<file path="src/rtl/console_pkg.sv">
// Shared console constants: special-key ids, escape bytes and the encoder FSM state types.
package console_pkg;

  localparam logic [7:0] KEY_UP    = 8'h01;
  localparam logic [7:0] KEY_DOWN  = 8'h02;
  localparam logic [7:0] KEY_RIGHT = 8'h03;
  localparam logic [7:0] KEY_LEFT  = 8'h04;

  localparam logic [7:0] ESC_BYTE  = 8'h1B;
  localparam logic [7:0] CSI_BYTE  = 8'h5B;
  localparam logic [7:0] CR_BYTE   = 8'h0D;
  localparam logic [7:0] LF_BYTE   = 8'h0A;

  typedef enum logic [1:0] {IDLE, EXP1, EXP2} in_state_e;
  typedef enum logic [1:0] {TX_IDLE, TX_START, TX_HOLD, TX_WAIT} tx_state_e;

  // Arrow ids 0x01..0x04 map onto the final CSI letters 'A'..'D'.
  function automatic logic [7:0] arrow_final(input logic [7:0] id);
    return 8'h40 + id;
  endfunction

endpackage

</file>
<file path="src/rtl/key_tx_encoder_if.sv">
// Key-event input and UART start/busy handshake between the keyboard side and the encoder.
interface key_tx_encoder_if;
  logic       keyValid;
  logic [7:0] keyCode;
  logic       keySpecial;
  logic       keyReady;
  logic       txStart;
  logic [7:0] txData;
  logic       txBusy;

  modport master (
    output keyValid, keyCode, keySpecial, txBusy,
    input  keyReady, txStart, txData
  );

  modport slave (
    input  keyValid, keyCode, keySpecial, txBusy,
    output keyReady, txStart, txData
  );
endinterface

</file>
<file path="src/rtl/sync_fifo.sv">
// Synchronous FIFO with first-word fall-through read; pointers carry one extra wrap bit.
module sync_fifo #(
  parameter int unsigned WIDTH = 8,
  parameter int unsigned DEPTH = 16
) (
  input  logic                     clk,
  input  logic                     rst,
  input  logic                     push_i,
  input  logic [WIDTH-1:0]         wdata_i,
  input  logic                     pop_i,
  output logic [WIDTH-1:0]         rdata_o,
  output logic [$clog2(DEPTH):0]   level_o,
  output logic                     full_o,
  output logic                     empty_o
);
  localparam int unsigned AW = $clog2(DEPTH);

  logic [WIDTH-1:0] mem_q [DEPTH];
  logic [AW:0]      wptr_q, rptr_q;
  logic             push_ok, pop_ok;

  assign push_ok = push_i && !full_o;
  assign pop_ok  = pop_i && !empty_o;

  always_ff @(posedge clk) begin
    if (rst) begin
      wptr_q <= '0;
      rptr_q <= '0;
    end else begin
      if (push_ok) wptr_q <= wptr_q + 1'b1;
      if (pop_ok)  rptr_q <= rptr_q + 1'b1;
    end
  end

  always_ff @(posedge clk) begin
    if (push_ok) mem_q[wptr_q[AW-1:0]] <= wdata_i;
  end

  assign rdata_o = mem_q[rptr_q[AW-1:0]];
  assign level_o = wptr_q - rptr_q;
  assign empty_o = (wptr_q == rptr_q);
  assign full_o  = (wptr_q[AW] != rptr_q[AW]) && (wptr_q[AW-1:0] == rptr_q[AW-1:0]);
endmodule

</file>
<file path="src/rtl/key_tx_encoder.sv">
// Keyboard-event to UART byte encoder: expands arrow keys to ESC [ x and paces bytes to the UART.
// Optional KEY_TX_CRLF_EN: plain CR (0x0D) is sent as the atomic pair CR LF.
module key_tx_encoder
  import console_pkg::*;
#(
  parameter int unsigned FIFO_DEPTH = 16
) (
  input  logic                          clk,
  input  logic                          rst,
  key_tx_encoder_if.slave               bus,
  output logic [$clog2(FIFO_DEPTH):0]   fifoLevel,
  output logic [7:0]                    dropCount
);
  localparam int unsigned LW = $clog2(FIFO_DEPTH) + 1;

  in_state_e     in_q, in_d;
  tx_state_e     tx_q, tx_d;
  logic [7:0]    fin_q, fin_d;
  logic [7:0]    drop_q, drop_d;
  logic [7:0]    txd_q, txd_d;

  logic          push, pop, drop_evt, is_arrow, is_crlf;
  logic [7:0]    wdata, rdata;
  logic [LW-1:0] level, free_space;
  logic          fifo_full, fifo_empty;

  sync_fifo #(.WIDTH(8), .DEPTH(FIFO_DEPTH)) u_fifo (
    .clk    (clk),
    .rst    (rst),
    .push_i (push),
    .wdata_i(wdata),
    .pop_i  (pop),
    .rdata_o(rdata),
    .level_o(level),
    .full_o (fifo_full),
    .empty_o(fifo_empty)
  );

  // Space is judged on the pre-pop level so a same-cycle pop never admits a push.
  assign free_space = LW'(FIFO_DEPTH) - level;
  assign is_arrow   = bus.keySpecial && (bus.keyCode inside {KEY_UP, KEY_DOWN, KEY_RIGHT, KEY_LEFT});
`ifdef KEY_TX_CRLF_EN
  assign is_crlf    = !bus.keySpecial && (bus.keyCode == CR_BYTE);
`else
  assign is_crlf    = 1'b0;
`endif

  always_comb begin
    in_d     = in_q;
    fin_d    = fin_q;
    push     = 1'b0;
    wdata    = '0;
    drop_evt = 1'b0;
    case (in_q)
      IDLE: begin
        if (bus.keyValid) begin
          if (is_arrow) begin
            if (free_space >= LW'(3)) begin
              push  = 1'b1;
              wdata = ESC_BYTE;
              fin_d = arrow_final(bus.keyCode);
              in_d  = EXP1;
            end else drop_evt = 1'b1;
          end else if (is_crlf) begin
            if (free_space >= LW'(2)) begin
              push  = 1'b1;
              wdata = CR_BYTE;
              fin_d = LF_BYTE;
              in_d  = EXP2;
            end else drop_evt = 1'b1;
          end else if (!bus.keySpecial) begin
            if (!fifo_full) begin
              push  = 1'b1;
              wdata = bus.keyCode;
            end else drop_evt = 1'b1;
          end
        end
      end
      EXP1: begin
        push     = 1'b1;
        wdata    = CSI_BYTE;
        in_d     = EXP2;
        drop_evt = bus.keyValid;
      end
      EXP2: begin
        push     = 1'b1;
        wdata    = fin_q;
        in_d     = IDLE;
        drop_evt = bus.keyValid;
      end
      default: in_d = IDLE;
    endcase
  end

  assign drop_d = (drop_evt && (drop_q != 8'hFF)) ? drop_q + 8'd1 : drop_q;

  always_comb begin
    tx_d  = tx_q;
    txd_d = txd_q;
    pop   = 1'b0;
    case (tx_q)
      TX_IDLE: begin
        if (!fifo_empty && !bus.txBusy) begin
          pop   = 1'b1;
          txd_d = rdata;
          tx_d  = TX_START;
        end
      end
      TX_START: tx_d = TX_HOLD;
      TX_HOLD:  tx_d = TX_WAIT;
      TX_WAIT:  if (!bus.txBusy) tx_d = TX_IDLE;
      default:  tx_d = TX_IDLE;
    endcase
  end

  always_ff @(posedge clk) begin
    if (rst) begin
      in_q   <= IDLE;
      tx_q   <= TX_IDLE;
      fin_q  <= '0;
      drop_q <= '0;
      txd_q  <= '0;
    end else begin
      in_q   <= in_d;
      tx_q   <= tx_d;
      fin_q  <= fin_d;
      drop_q <= drop_d;
      txd_q  <= txd_d;
    end
  end

  assign bus.keyReady = (in_q == IDLE) && !rst;
  assign bus.txStart  = (tx_q == TX_START);
  assign bus.txData   = txd_q;
  assign fifoLevel    = level;
  assign dropCount    = drop_q;
endmodule

</file>
<file path="src/flat_wrapper.sv">
// flat-port wrapper written by rule: the top's interface ports become plain ports
module key_tx_encoder_flat import console_pkg::*;
#(
  parameter int unsigned FIFO_DEPTH = 16
)
  (clk, rst, fifoLevel, dropCount, bus_keyValid, bus_keyCode, bus_keySpecial, bus_txBusy, bus_keyReady, bus_txStart, bus_txData);
  key_tx_encoder_if bus_i ();
  input  logic clk;
  input  logic rst;
  output logic [$clog2(FIFO_DEPTH):0] fifoLevel;
  output logic [7:0] dropCount;
  input wire logic [$bits(bus_i.keyValid)-1:0] bus_keyValid;
  input wire logic [$bits(bus_i.keyCode)-1:0] bus_keyCode;
  input wire logic [$bits(bus_i.keySpecial)-1:0] bus_keySpecial;
  input wire logic [$bits(bus_i.txBusy)-1:0] bus_txBusy;
  output wire logic [$bits(bus_i.keyReady)-1:0] bus_keyReady;
  output wire logic [$bits(bus_i.txStart)-1:0] bus_txStart;
  output wire logic [$bits(bus_i.txData)-1:0] bus_txData;
  assign bus_i.keyValid = bus_keyValid;
  assign bus_i.keyCode = bus_keyCode;
  assign bus_i.keySpecial = bus_keySpecial;
  assign bus_i.txBusy = bus_txBusy;
  assign bus_keyReady = bus_i.keyReady;
  assign bus_txStart = bus_i.txStart;
  assign bus_txData = bus_i.txData;
  key_tx_encoder #(.FIFO_DEPTH(FIFO_DEPTH)) u_core (.clk(clk), .rst(rst), .bus(bus_i), .fifoLevel(fifoLevel), .dropCount(dropCount));
endmodule
</file>
<file path="config.mk">
export PLATFORM = sky130hd
export DESIGN_NAME = key_tx_encoder_flat
export DESIGN_NICKNAME = d
export VERILOG_FILES = /design/src/rtl/console_pkg.sv /design/src/rtl/key_tx_encoder_if.sv /design/src/rtl/sync_fifo.sv /design/src/rtl/key_tx_encoder.sv /design/src/flat_wrapper.sv
export SDC_FILE = /design/constraint.sdc
export NUM_CORES = 1
export LEC_CHECK = 0
export ABC_AREA = 1
export CORE_UTILIZATION = 35
export CTS_BUF_LIST = sky130_fd_sc_hd__clkbuf_8
export DETAILED_ROUTE_END_ITERATION = 8
export PLACE_DENSITY = 0.56
export SYNTH_ARGS = -nofsm -noshare
export SYNTH_HDL_FRONTEND = slang
export SYNTH_SLANG_ARGS = --single-unit
</file>
<file path="constraint.sdc">
create_clock -name clk -period 3.2 [get_ports clk]
set_clock_uncertainty 0.15 [all_clocks]
set_input_delay 0.32 -clock clk [delete_from_list [all_inputs] [get_ports clk]]
set_output_delay 0.32 -clock clk [all_outputs]
set_load 0.05 [all_outputs]
</file>
# == Yosys cells after proc, flatten, opt, wreduce, memory -nomap -nowiden ==
# Memory sizes are Yosys's and may differ from the RTL's. A register that Yosys moved wholly into a read port is not among the register bits.
# Index checks and enable logic that the tools add are counted.
# word_totals
reg_bits,30
mem_bits_rw,128
inputBits,13
output_inout_bits,23
elab_cells,80
n_memories,1
# classes
add_sub_neg,6
n_lt_le_gt_ge,1
eq_ne,18
n_mux,29
n_reduce_logical,19
# memory_table
memory,words,word_bits,read_ports,rd_clocked_by_memory_dff,write_ports,line,source
u_core.u_fifo.mem_q,16,8,1,1,1,sync_fifo.sv:18,logic [WIDTH-1:0] mem_q [DEPTH];
# op_table
operator,n
two-way mux 8 bit,4
one-hot mux 8 bit (3 select lines),1
"equality test 8 x 2 -> 1 bit, second input constant",2
two-way mux 1 bit,14
"adder 5 x 1 -> 5 bit, second input constant",2
two-way mux 2 bit,5
"adder 7 x 8 -> 8 bit, first input constant",1
"adder 8 x 1 -> 8 bit, second input constant",1
"equality test 8 x 1 -> 1 bit, second input constant",1
"equality test 8 x 3 -> 1 bit, second input constant",1
"inequality test 8 bit, second input constant",1
one-hot mux 2 bit (4 select lines),1
logical AND 1 bit,7
"equality test 2 bit, second input constant",3
"inequality test 2 x 1 -> 1 bit, second input constant",3
equality test 5 bit,1
"greater-or-equal comparator 5 x 2 -> 1 bit, second input constant",1
two-way mux 5 bit,1
subtractor 5 bit,1
"subtractor 5 bit, first input constant",1
"equality test 2 x 1 -> 1 bit, second input constant",2
equality test 4 bit,1
logical NOT 1 bit,4
logical NOT 2 bit,2
9 further kinds,12

# == Logic depth before layout (Yosys ltp) ==
# logic_depth
depth_word,10
depth_mapped,18

# == Modules after synthesis ==
# A second synthesis with hierarchy kept.
# hier_totals
cells_unflattened,892
area_unflattened_um2,8116.5
# modules_own_cells
mod,n_inst,cells_per_inst,area_per_inst_um2
sync_fifo,1,658,6475.0
key_tx_encoder,1,234,1641.6

# == Least setup slack after synthesis ==
# No wires, ideal clock.
# synth_timing
kind,reg-to-reg
from,register u_core.u_fifo.rptr_q[2]
to,"memory u_core.u_fifo.mem_q[8][0], enable pin"
setup_time_ns,0.383
arrival_ns,2.914
t_required_ns,2.667
path_slack_ns,-0.247
stages_incl_launch_ff,17
synth_period_minus_slack_ns,3.447
cell_sequence,dfxtp_1 -> clkbuf_1 -> inv_1 -> clkbuf_1 -> ha_1 -> inv_1 -> nand2_1 -> nand2_2 -> clkinv_2 -> nor2_1 -> nor2_4 -> nand4_4 -> nand2_2 -> nand2_4 -> nand2_4 -> buf_8 -> nor3_1
# synth_via
elab_chain_cells,10
elab_cells_between_ends,15
cone_classes,add/sub: 2; order compare: 1; eq/ne: 1; mux: 8; reduce/logical: 3
# synth_rtl
element,line,source
"start, declared",sync_fifo.sv:19,"logic [AW:0] wptr_q, rptr_q;"
"start signal, assigned",sync_fifo.sv:31,if (pop_ok) rptr_q <= rptr_q + 1'b1;
subtractor 5 bit,sync_fifo.sv:40,assign level_o = wptr_q - rptr_q;
via fifoLevel[2],flat_wrapper.sv:10,output logic [$clog2(FIFO_DEPTH):0] fifoLevel;
subtractor 5 bit,key_tx_encoder.sv:40,assign free_space = LW'(FIFO_DEPTH) - level;
greater-or-equal comparator 5 x 2 -> 1 bit,key_tx_encoder.sv:58,if (free_space >= LW'(3)) begin
two-way mux 1 bit,key_tx_encoder.sv:58,
two-way mux 1 bit,key_tx_encoder.sv:57,if (is_arrow) begin
two-way mux 1 bit,key_tx_encoder.sv:56,if (bus.keyValid) begin
one-hot mux 1 bit (2 select lines),key_tx_encoder.sv:54,case (in_q)
logical AND 1 bit,sync_fifo.sv:22,assign push_ok = push_i && !full_o;
two-way mux 1 bit,sync_fifo.sv:36,if (push_ok) mem_q[wptr_q[AW-1:0]] <= wdata_i;
two-way mux 1 bit (not written as such),sync_fifo.sv:36,
"end, declared",sync_fifo.sv:18,
# The timed path passes the listed nets, and every way through them passes these cells.

# == Worst setup path in the final report ==
# layout_timing
from,register u_core.u_fifo.wptr_q[0]
to,"memory u_core.u_fifo.mem_q[0][4], enable pin"
# layout_via
elab_chain_cells,10
elab_cells_between_ends,15
cone_classes,add/sub: 2; order compare: 1; eq/ne: 1; mux: 8; reduce/logical: 3
# layout_rtl
element,line,source
"start, declared",sync_fifo.sv:19,
"start signal, assigned",sync_fifo.sv:30,if (push_ok) wptr_q <= wptr_q + 1'b1;
subtractor 5 bit or equality test 4 bit (tied branches),"sync_fifo.sv:40, sync_fifo.sv:42",
subtractor 5 bit or logical AND 1 bit (tied branches),"key_tx_encoder.sv:40, sync_fifo.sv:42",
greater-or-equal comparator 5 x 2 -> 1 bit or two-way mux 1 bit (tied branches),"key_tx_encoder.sv:58, key_tx_encoder.sv:72",
"two-way mux 1 bit, on equally long branches","key_tx_encoder.sv:58, key_tx_encoder.sv:71",
two-way mux 1 bit,key_tx_encoder.sv:57,
two-way mux 1 bit,key_tx_encoder.sv:56,
one-hot mux 1 bit (2 select lines),key_tx_encoder.sv:54,
logical AND 1 bit,sync_fifo.sv:22,
two-way mux 1 bit,sync_fifo.sv:36,
two-way mux 1 bit (not written as such),sync_fifo.sv:36,
# Several ways; a longest one is shown, not always the timed one.

==> results.yml <==
sta:
  post-route-min-period_ps: 3064
  fin_setup_tns_ps: 0
  rsz0062_at_grt: "yes"
  finalHoldViolations: 0
  slew_headroom: 0.4941
  setup_viol: 0
  worstMarginPinSlew_ps: 758.0
  fmax_mhz: 326.3
  period_share: 0.9576
  slew_violations: 0
worst_setup_path:
  cp_max_fo: 16
  critPathArrivalTime_ps: 3010
  path_class: "reg -> reg"
  crit_path_end_kind: "flip-flop"
  slowest_stage: "nor3_2"
  required_ps: 3140
  cp-start-kind: "flip-flop"
  cp_cell_sequence: "inv_1 -> ha_1 -> fa_1 -> ha_1 -> a21oi_1 -> nand2_2 -> nor2_4 -> nand4_4 -> nand2_2 -> nand2_4 -> nand2_8 -> nor3_2"
  cpPeakStageDelay_ps: 540
  crit_buf_inv: 1
  cpLargestDelayFamily: "simple AND/OR/NAND/NOR gates"
clock_tree:
  clkTransAtPathRegs_ps: 90
  cts_buffers: 17
  cts_tree: "yes"
  clkSinkCount: 166
  h-tree-depth: 4
  clockBufferDepth: 2
  clock_latency_ps: 460
  hold_buffers: 0
  clockRootBuffer: "clkbuf_8"
power:
  power_uw: 5720
  max-vdd-ir-drop_mv: 0.5780
  pwr_density_cell_nw_per_um2: 654.3
  p_leak_uw: 0.003079
grt:
  track_usage: 0.1803
  antenna_found_initial: 0
  grt_max_degree: 68
  grt_overflow_total: 0
  grt_pass1_vias: 5289
  grt_pass1_wl_um: 29300
yosys:
  syn-num-nets: 719
  netlist_instances: 683
  ys_async_sr_fraction: 0
  yosysUniqueCellTypes: 41
  synth_area_um2: 7396
  ys_seq_area_frac: 0.6226
  synth-main-ff-cell: "edfxtp_1"
  yosysWarningCount: 0
  synth-edff-count: 128
  ys_ff_latch: 166
  syn_area_per_cell_um2: 10.83
flow_run:
  cap_violations: 0
drt:
  ant_nets: 0
  num_vias: 5380
  drtPass1Iterations: 5
  vias_per_cell: 5.233
  post-route-drc-count: 0
  wl_per_cell_um: 18.22
  drtIter0Drc: 370
  drt_wl_total_um: 18730
floorplanning:
  start_util: 0.3609
  io_pins: 36
  die_area_um2: 21720
  rows: 52
  floorplan.die.height_um: 147.4
  die_x_um: 147.4
  core-area_um2: 20490
min_path:
  hp-class: "reg -> reg"
cells_and_area:
  layout.nets: 782
  antenna_cells: 0
  utilization: 0.4266
  areaGrowthSynthToFinish_pct: 18.20
  drive_gt1_frac: 0.1741
outcome:
  status: "completed"
placed_design:
  hpwl_um: 12790
  port-buffer-count: 35
  gp_congestion: 0.8959
-- sequential cells by signal, indices dropped and copies added (netlist names) --
register              flops
u_core.fin_q              8
u_core.tx_q               2
u_core.u_fifo.rptr_q      5
u_core.dropCount          8
u_core.u_fifo.mem_q     128
u_core.in_q               2
u_core.u_fifo.wptr_q      5
u_core.bus.txData         8
-- repair_timing --
action                                  CTS  global route
endpoints found under the setup margin  120           128
buffers inserted                          0             2
endpoints found under the hold margin     0             0
pin swaps                                 0             2
resized for setup                        13             4
-- worst reg2reg max path, cell delays in order (launching register included) --
cell and delay, ps:
dfxtp_1 340, inv_1 60, ha_1 220, fa_1 500, ha_1 300, a21oi_1 70, nand2_2 90, nor2_4 50
nand4_4 100, nand2_2 60, nand2_4 90, nand2_8 130, nor3_2 550
-- metal layers --
metal	up-vias	global-route usage	part of all wire
li1	2556	-	-
met1	2596	0.2486	0.46
met2	190	0.2741	0.45
met3	38	0.04130	0.057
met4	0	0.07216	0.029
met5	-	0	0
-- cell usage in the layout, fill, tap and decap left out, types with 6 or more instances in the layout --
| cell type | Yosys | final |
|---|---|---|
| edfxtp_1 | 128 | 128 |
| a21oi_1 | 43 | 43 |
| ha_1 | 22 | 22 |
| nand4_1 | 7 | 7 |
| inv_1 | 40 | 41 |
| nand3_1 | 23 | 23 |
| nand2_2 | 17 | 17 |
| nor3_2 | 1 | 14 |
| nand2_1 | 51 | 51 |
| nor2_2 | 5 | 6 |
| nor3_1 | 21 | 6 |
| clkdlybuf4s50_1 | 0 | 31 |
| o22ai_1 | 28 | 28 |
| nor2_1 | 83 | 82 |
| clkbuf_8 | 0 | 17 |
| dfxtp_1 | 38 | 37 |
| buf_4 | 2 | 45 |
| o21ai_0 | 88 | 88 |
| a31oi_1 | 8 | 8 |
-- cell type report --
cell class                 instances  area [um2]
inverter                          45       172.7
fill                            1937       11750
clock buffer                      17       234.0
tap                              270       337.8
multi-input combinational        437        2549
sequential                       166        4606
timing repair buffer              79       708.2
clock inverter                    14       135.1
-- final timing paths --
kind                                        startpoint  cells after the start                                  end  slack, ps
hold reg to reg           u_core.fin_q[7]$_SDFFE_PP0P_                      2         u_core.fin_q[7]$_SDFFE_PP0P_        300
hold / removal            u_core.fin_q[7]$_SDFFE_PP0P_                      2         u_core.fin_q[7]$_SDFFE_PP0P_        300
setup reg to reg  u_core.u_fifo.wptr_q[0]$_SDFFE_PP0P_                     12  u_core.u_fifo.mem_q[0][4]$_DFFE_PP_        140
setup / recovery  u_core.u_fifo.wptr_q[0]$_SDFFE_PP0P_                     12  u_core.u_fifo.mem_q[0][4]$_DFFE_PP_        140
-- kinds of logic (layout without fill, tap and decap cells) --
kind of cell	after synthesis	after routing	synth area share
simple gates	217	217	0.1375
compound gates	187	187	0.1419
fa+ha+maj	23	23	0.03993
buf+inv	80	155	0.04618
flops	166	166	0.6226
xor+xnor	10	10	0.01184
-- through the flow --
step                hold slack (ps)  setup slack, ps  instances  area (um2)
floorplan                     267.2           -247.1        683        7406
global placement              283.9           -70.27        995        8244
detailed placement            289.4           -237.3        995        8244
CTS                           302.8           -66.33       1026        8678
global route                  318.2           -62.30       1028        8742
finish                        300.1            135.7       1028        8742
-- report_power, final --
part           internal, uW  total, uW  switching [uW]
combinational           610       1840            1230
clock                   681       1430             747
sequential             2400       2450            46.5
-- synthesized netlist by cell type (2+ instances only) --
library cell,count,share of area
nand2_2,17,0.014
clkbuf_1,24,0.012
a31oi_1,8,0.0068
clkinv_2,3,0.0020
a21oi_1,43,0.029
nand3_1,23,0.016
o211ai_1,4,0.0041
xor2_1,5,0.0059
clkbuf_2,2,0.0014
edfxtp_1,128,0.52
o22ai_1,28,0.024
inv_1,40,0.020
a21oi_2,4,0.0047
o21bai_1,5,0.0051
xnor2_1,5,0.0059
nand2_4,5,0.0076
nand4_1,7,0.0059
o221ai_1,4,0.0047
buf_4,2,0.0020
buf_2,3,0.0020
dfxtp_1,38,0.10
inv_2,2,0.0010
nor2_2,5,0.0042
nor2_1,83,0.042
ha_1,22,0.037
nand2_1,51,0.026
o21ai_0,88,0.060
nor3_1,21,0.014
Note: power is estimated with default switching activity, not from simulation.
